File: src/rtl/hex_count_display_if.sv
// rtl/hex_count_display_if.sv - control and display bus of the hex counter
interface hex_count_display_if #(
  parameter int DIGITS = 2
);
  localparam int W = 4 * DIGITS;

  logic               start;
  logic               stop;
  logic               clear;
  logic               load;
  logic [W-1:0]       load_val;
  logic               down;
  logic [W-1:0]       count;
  logic               wrap;
  logic               running;
  logic [9*DIGITS-1:0] seg_led;

  modport master (
    output start, stop, clear, load, load_val, down,
    input  count, wrap, running, seg_led
  );

  modport slave (
    input  start, stop, clear, load, load_val, down,
    output count, wrap, running, seg_led
  );
endinterface

File: src/rtl/hex_count_display.sv
// rtl/hex_count_display.sv - prescaled hex up/down counter with registered seven-segment outputs
// Optional HEX_COUNT_LZ_BLANK_EN: blank leading-zero digits above digit 0.
module hex_count_display #(
  parameter int DIGITS   = 2,
  parameter int PRESCALE = 12000000,
  parameter int PS_W     = 24
) (
  input  logic              clk,
  input  logic              rst,
  hex_count_display_if.slave bus
);
  localparam int W = 4 * DIGITS;
  localparam logic [PS_W-1:0] PS_LAST = PS_W'(PRESCALE - 1);

  typedef enum logic [1:0] {IDLE, RUN, HOLD} state_t;

  state_t              state_q, state_d;
  logic [PS_W-1:0]     ps_q, ps_d;
  logic [W-1:0]        count_q, count_d;
  logic                wrap_q, wrap_d;
  logic                tick;
  logic [9*DIGITS-1:0] seg_q, seg_d;
`ifdef HEX_COUNT_LZ_BLANK_EN
  logic                upper_zero;
`endif

  function automatic logic [6:0] hex7(input logic [3:0] n);
    case (n)
      4'h0: hex7 = 7'h3f;
      4'h1: hex7 = 7'h06;
      4'h2: hex7 = 7'h5b;
      4'h3: hex7 = 7'h4f;
      4'h4: hex7 = 7'h66;
      4'h5: hex7 = 7'h6d;
      4'h6: hex7 = 7'h7d;
      4'h7: hex7 = 7'h07;
      4'h8: hex7 = 7'h7f;
      4'h9: hex7 = 7'h6f;
      4'ha: hex7 = 7'h77;
      4'hb: hex7 = 7'h7c;
      4'hc: hex7 = 7'h39;
      4'hd: hex7 = 7'h5e;
      4'he: hex7 = 7'h79;
      default: hex7 = 7'h71;
    endcase
  endfunction

  // stop outranks start, so a simultaneous pair never leaves IDLE/HOLD
  always_comb begin
    state_d = state_q;
    if (bus.clear) begin
      state_d = IDLE;
    end else begin
      case (state_q)
        IDLE:    if (bus.start && !bus.stop) state_d = RUN;
        RUN:     if (bus.stop) state_d = HOLD;
        HOLD:    if (bus.start && !bus.stop) state_d = RUN;
        default: state_d = IDLE;
      endcase
    end
  end

  assign tick = (state_q == RUN) && (ps_q == PS_LAST);

  always_comb begin
    ps_d    = ps_q;
    count_d = count_q;
    wrap_d  = 1'b0;
    if (bus.clear) begin
      ps_d    = '0;
      count_d = '0;
    end else if (bus.load) begin
      ps_d    = '0;
      count_d = bus.load_val;
    end else begin
      if (state_q == RUN) begin
        ps_d = tick ? '0 : ps_q + PS_W'(1);
      end else if (state_q == IDLE) begin
        ps_d = '0;
      end
      if (tick) begin
        if (bus.down) begin
          count_d = count_q - W'(1);
          wrap_d  = (count_q == '0);
        end else begin
          count_d = count_q + W'(1);
          wrap_d  = (count_q == '1);
        end
      end
    end
  end

  // Decoded from the current registers, so seg_led trails count/state by one cycle
  always_comb begin
    seg_d = '0;
`ifdef HEX_COUNT_LZ_BLANK_EN
    upper_zero = 1'b1;
`endif
    for (int k = DIGITS - 1; k >= 0; k--) begin
      seg_d[9*k +: 9] = {2'b00, hex7(count_q[4*k +: 4])};
`ifdef HEX_COUNT_LZ_BLANK_EN
      upper_zero = upper_zero && (count_q[4*k +: 4] == 4'h0);
      if (k != 0 && upper_zero) seg_d[9*k +: 9] = '0;
`endif
    end
    seg_d[7] = (state_q == HOLD);
  end

  always_ff @(posedge clk or posedge rst) begin
    if (rst) begin
      state_q <= IDLE;
      ps_q    <= '0;
      count_q <= '0;
      wrap_q  <= 1'b0;
      seg_q   <= {DIGITS{9'h03f}};
    end else begin
      state_q <= state_d;
      ps_q    <= ps_d;
      count_q <= count_d;
      wrap_q  <= wrap_d;
      seg_q   <= seg_d;
    end
  end

  assign bus.count   = count_q;
  assign bus.wrap    = wrap_q;
  assign bus.running = (state_q == RUN);
  assign bus.seg_led = seg_q;
endmodule
File: src/flat_wrapper.sv
// flat-port wrapper written by rule: the top's interface ports become plain ports
module hex_count_display_flat 
#(
  parameter int DIGITS   = 2,
  parameter int PRESCALE = 12000000,
  parameter int PS_W     = 24
)
  (clk, rst, bus_start, bus_stop, bus_clear, bus_load, bus_load_val, bus_down, bus_count, bus_wrap, bus_running, bus_seg_led);
  hex_count_display_if #(.DIGITS(DIGITS)) bus_i ();
  input  logic clk;
  input  logic rst;
  input wire logic [$bits(bus_i.start)-1:0] bus_start;
  input wire logic [$bits(bus_i.stop)-1:0] bus_stop;
  input wire logic [$bits(bus_i.clear)-1:0] bus_clear;
  input wire logic [$bits(bus_i.load)-1:0] bus_load;
  input wire logic [$bits(bus_i.load_val)-1:0] bus_load_val;
  input wire logic [$bits(bus_i.down)-1:0] bus_down;
  output wire logic [$bits(bus_i.count)-1:0] bus_count;
  output wire logic [$bits(bus_i.wrap)-1:0] bus_wrap;
  output wire logic [$bits(bus_i.running)-1:0] bus_running;
  output wire logic [$bits(bus_i.seg_led)-1:0] bus_seg_led;
  assign bus_i.start = bus_start;
  assign bus_i.stop = bus_stop;
  assign bus_i.clear = bus_clear;
  assign bus_i.load = bus_load;
  assign bus_i.load_val = bus_load_val;
  assign bus_i.down = bus_down;
  assign bus_count = bus_i.count;
  assign bus_wrap = bus_i.wrap;
  assign bus_running = bus_i.running;
  assign bus_seg_led = bus_i.seg_led;
  hex_count_display #(.DIGITS(DIGITS), .PRESCALE(PRESCALE), .PS_W(PS_W)) u_core (.clk(clk), .rst(rst), .bus(bus_i));
endmodule
File: config.mk
export PLATFORM = sky130hd
export DESIGN_NAME = hex_count_display_flat
export DESIGN_NICKNAME = d
export VERILOG_FILES = /design/src/rtl/hex_count_display_if.sv /design/src/rtl/hex_count_display.sv /design/src/flat_wrapper.sv
export SDC_FILE = /design/constraint.sdc
export NUM_CORES = 1
export LEC_CHECK = 0
export ABC_CLOCK_PERIOD_IN_PS = 1900
export BUFFER_PORTS_ARGS = -buffer_cell sky130_fd_sc_hd__buf_2
export CAP_MARGIN = 20
export CORE_MARGIN = 2
export CORE_UTILIZATION = 52
export DETAILED_ROUTE_END_ITERATION = 8
export GPL_TIMING_DRIVEN = 0
export PLACE_DENSITY = 0.79
export SYNTH_ARGS = -nofsm -noshare
export SYNTH_HDL_FRONTEND = slang
export SYNTH_SLANG_ARGS = --single-unit
File: constraint.sdc
create_clock -name clk -period 1.9 [get_ports clk]
set_clock_uncertainty 0.15 [all_clocks]
set_input_delay 0.19 -clock clk [delete_from_list [all_inputs] [get_ports clk]]
set_output_delay 0.19 -clock clk [all_outputs]
set_load 0.03 [all_outputs]
==> flow_summary_export.csv <==
group,metric,value,unit
detailed_routing,drt-pass1-iter-count,4,
detailed_routing,via_count,2914,
timing,period_share,112,%
detailed_routing,wl_per_cell,16.6,um
detailed_routing,drtIter0Drc,203,
timing,slew_headroom,57.0,%
floorplan,die_h,80.8,um
synthesis,synth_adder_area_share,8.39,%
power_and_ir_drop,max-vdd-ir-drop,0.363,mV
timing,max_freq,469,MHz
synthesis,synth-seq-area-share,41.2,%
floorplan,fp.dieW,80.8,um
setup_path,critical_path_class,"reg2reg",
final_layout,syn_to_final_growth,40.1,%
detailed_routing,avgViaCountPerCell,5.72,
timing,worst_slack,-230,ps
synthesis,synth-edff-count,0,
placed_design,dp_hpwl,4830,um
setup_path,startpoint,"u_core.ps_q[0]$_DFFE_PP0P_",
grt,grt_pass1_vias,2721,
synthesis,ys_warn_count,0,
setup_path,crit_family,"simple AND/OR/NAND/NOR gates",
detailed_routing,route.met2.wl,4540,um
synthesis,synth-seq-cells,50,
placed_design,io_buffers,39,
setup_path,endpoint,"u_core.bus.wrap$_DFF_PP0_",
outcome,violations,"negative setup slack",
setup_path,path_buf_inv,1,
setup_path,rrSetupSlack,-230,ps
setup_path,cp_slowest_cell,"nor4_1",
timing,rsz0062_at_grt,"yes",
timing,hold_viol,0,
cts,cts.clk_slew.worst_paths,90,ps
setup_path,crit_required,1920,ps
flow_run,drv_cap,0,
floorplan,die_area,0.00654,sq mm
cts,root_buffer,"clkbuf_8",
cts,clk_latency,310,ps
setup_path,cp_slowest_stage_delay,410,ps
synthesis,synth-compound-area-share,12.8,%
setup_path,reg2reg_from,"u_core.ps_q[0]$_DFFE_PP0P_",
synthesis,synth_top_family_by_area,"simple AND/OR/NAND/NOR gates",
synthesis,ys_async_sr_fraction,100,%
detailed_routing,top_layer,"met4",
outcome,status,"finished, violations left",
detailed_routing,met1Wirelength,3270,um
floorplan,initial_core_util,54.8,%
grt,antenna_found_initial,0,
setup_path,endpoint_kind,"flop",
synthesis,synthCells,339,
grt,grt_use_total,24.0,%
setup_path,rr_worst_depth,6,
synthesis,synth.cell_area,0.00307,sq mm
final_layout,antenna_cells,0,
final_layout,utilization,76.7,%
setup_path,start_kind,"flop",
power_and_ir_drop,power_density,551,mW/mm^2
detailed_routing,route.met3.wl,366,um
timing,worstMarginPinSlew,645,ps
synthesis,synth-main-ff-cell,"dfrtp_1",
final_layout,layout.nets,471,
floorplan,ioPinCount,43,
setup_path,path_cells,"ha_4, nand4_4, buf_4, nor4_2, nand4_1, nor4_1",
final_layout,stdcell_count,509,
cts,tritoncts,"done",
final_layout,drive_gt1_share,44.9,%
placed_design,dp.cells,453,
synthesis,synthSimpleGateAreaFrac,25.3,%
placed_design,gp_congestion,0.883,
grt,grt_pass1_wl,12100,um
cts,cts.sinks,50,
min_path,hp-class,"in2reg",
floorplan,core,0.00561,sq mm
grt,grt_overflow,0,
timing,fin_setup_tns,-4050,ps
detailed_routing,route.detailed.drc,0,
floorplan,core.rowCount,27,
detailed_routing,wl,8460,um
timing,hold-worst-slack,13.1,ps
timing,slew_violations,0,
setup_path,cp.arrival,2150,ps
cts,cts_buffer_depth,2,
power_and_ir_drop,cellLeakagePower,1.78,nW
timing,finalCriticalPeriod,2130,ps
setup_path,regToRegEndpoint,"u_core.bus.wrap$_DFF_PP0_",
synthesis,synth_cell_types,56,
setup_path,cp.depth,6,
synthesis,synth_area_per_cell,9.06,sq um
detailed_routing,ant_nets,0,
cts,cts.htree.levels,2,
timing,setup_viol_count_final,30,
synthesis,synthXorXnorAreaFrac,6.85,%
grt,grt_max_degree,32,
synthesis,muxShareOfSynthArea,0.326,%
setup_path,cp_max_fo,5,
cts,numCtsBuffers,5,
==> placed cells by master (no fill, tap or decap), types with 3 or more instances in the layout <==
cell type	netlist	routed
buf_2	2	40
buf_4	5	40
nand2_1	36	34
dfrtp_1	38	25
nor2_1	40	19
inv_1	20	17
nor2_2	1	15
ha_1	19	14
o21ai_0	18	13
dfrtp_2	0	13
nand3_1	12	12
dfstp_2	12	12
nor3_1	12	11
xnor2_1	13	10
xor2_1	11	10
clkbuf_1	8	9
a21oi_1	14	9
nand4_1	8	8
nor2_4	0	7
buf_6	0	7
dlygate4sd3_1	0	7
and3_1	7	6
clkbuf_8	0	6
o21ai_2	0	5
ha_4	0	5
o21bai_1	4	4
a21oi_2	0	4
a22oi_1	4	4
nor2b_4	0	3
nor2b_1	6	3
xnor2_2	0	3
o21a_1	3	3
a211oi_2	1	3
conb_1	1	3
==> layout make-up <==
type	count	area [sq um]
flip-flops and latches	50	1280
fillers	360	1310
multi-input cells	256	2040
plain buffers	14	87.6
clock buffers	8	90.1
inverters	20	80.1
repair buffers	89	628
well taps	72	90.1
==> kinds of logic (layout without fill, tap and decap cells) <==
group / after synthesis / in the layout
AOI/OAI and AO/OA: 62 / 62
adders and majority gates: 20 / 20
muxes: 1 / 1
xor gates and xnor gates: 24 / 24
and+or+nand+nor: 146 / 146
other: 1 / 3
DFF: 50 / 50
buffers and inverters: 35 / 131
==> per-layer routing <==
layer  GRT usage, %  up-vias
met3           4.78       29
met5              0        -
li1               -     1362
met2           45.2       97
met4           8.31        0
met1           26.7     1426
==> synthesized netlist by cell type (all sizes together), types with 2 or more instances <==
cell	count	share of area, %
a211oi	4	1.1
a21boi	3	0.73
a21oi	14	2.3
a22oi	4	0.98
a31oi	2	0.41
and3	7	1.4
and4	2	0.61
buf	7	1.5
clkbuf	8	0.98
dfrtp	38	31
dfstp	12	10
ha	19	7.7
inv	20	2.4
nand2	36	4.4
nand2b	3	0.61
nand3	13	2.3
nand4	9	2.3
nor2	41	5.1
nor2b	6	1.2
nor3	13	2.3
nor3b	3	0.73
nor4	5	1.9
o2111ai	2	0.57
o21a	3	0.73
o21ai	19	3.1
o21bai	4	0.98
or4	2	0.61
xnor2	13	3.7
xor2	11	3.1
==> worst min-delay path, delay by kind of cell <==
family / cells / cell delay [ps]
buffers and inverters: 1 / 100
AOI/OAI and AO/OA: 2 / 150
==> how the worst min path moves through the flow <==
stage | cells after the start | end | slack, ps | startpoint
final | 3 | u_core.bus.count[7]$_DFFE_PP0P_ | 10 | bus_load_val[7]
after global routing | 3 | u_core.bus.count[7]$_DFFE_PP0P_ | 10 | bus_load_val[7]
after CTS | 3 | u_core.bus.count[7]$_DFFE_PP0P_ | 2 | bus_load_val[7]
after detailed placement | 2 | u_core.bus.wrap$_DFF_PP0_ | 60 | rst
after global placement | 2 | u_core.state_q[0]$_DFFE_PP0P_ | 220 | bus_stop
after floorplan | 1 | u_core.state_q[0]$_DFFE_PP0P_ | 110 | bus_stop
==> sequential cells by signal, summed over array words and instances (netlist names) <==
| name | count |
|---|---|
| u_core.bus.wrap | 1 |
| u_core.bus.count | 8 |
| u_core.bus.seg_led | 15 |
| u_core.ps_q | 24 |
| u_core.state_q | 2 |
==> stage by stage <==
stage	worst slack (ps)	cell area, sq um	power [mW]
after global routing	-326	4300	2.48
final	-230	4300	2.37
after global placement	-372	3410	1.60
after CTS	-278	3940	2.33
after floorplan	-245	3130	1.50
after detailed placement	-325	3430	1.62
==> where the power goes <==
part	internal, mW	switching (mW)	total [mW]
sequential	1.13	0.0236	1.15
clock	0.298	0.357	0.655
combinational	0.212	0.348	0.560
==> repair_timing <==
item | 4_1_cts | 5_1_grt
hold buffers | 6 | 1
endpoints found under the setup margin | 31 | 33
hold endpoints to repair | 12 | 1
cloned | 3 | 0
pin swaps | 32 | 22
setup buffers | 17 | 22
gates resized for setup | 54 | 44
Note: power is estimated with default switching activity, not from simulation.
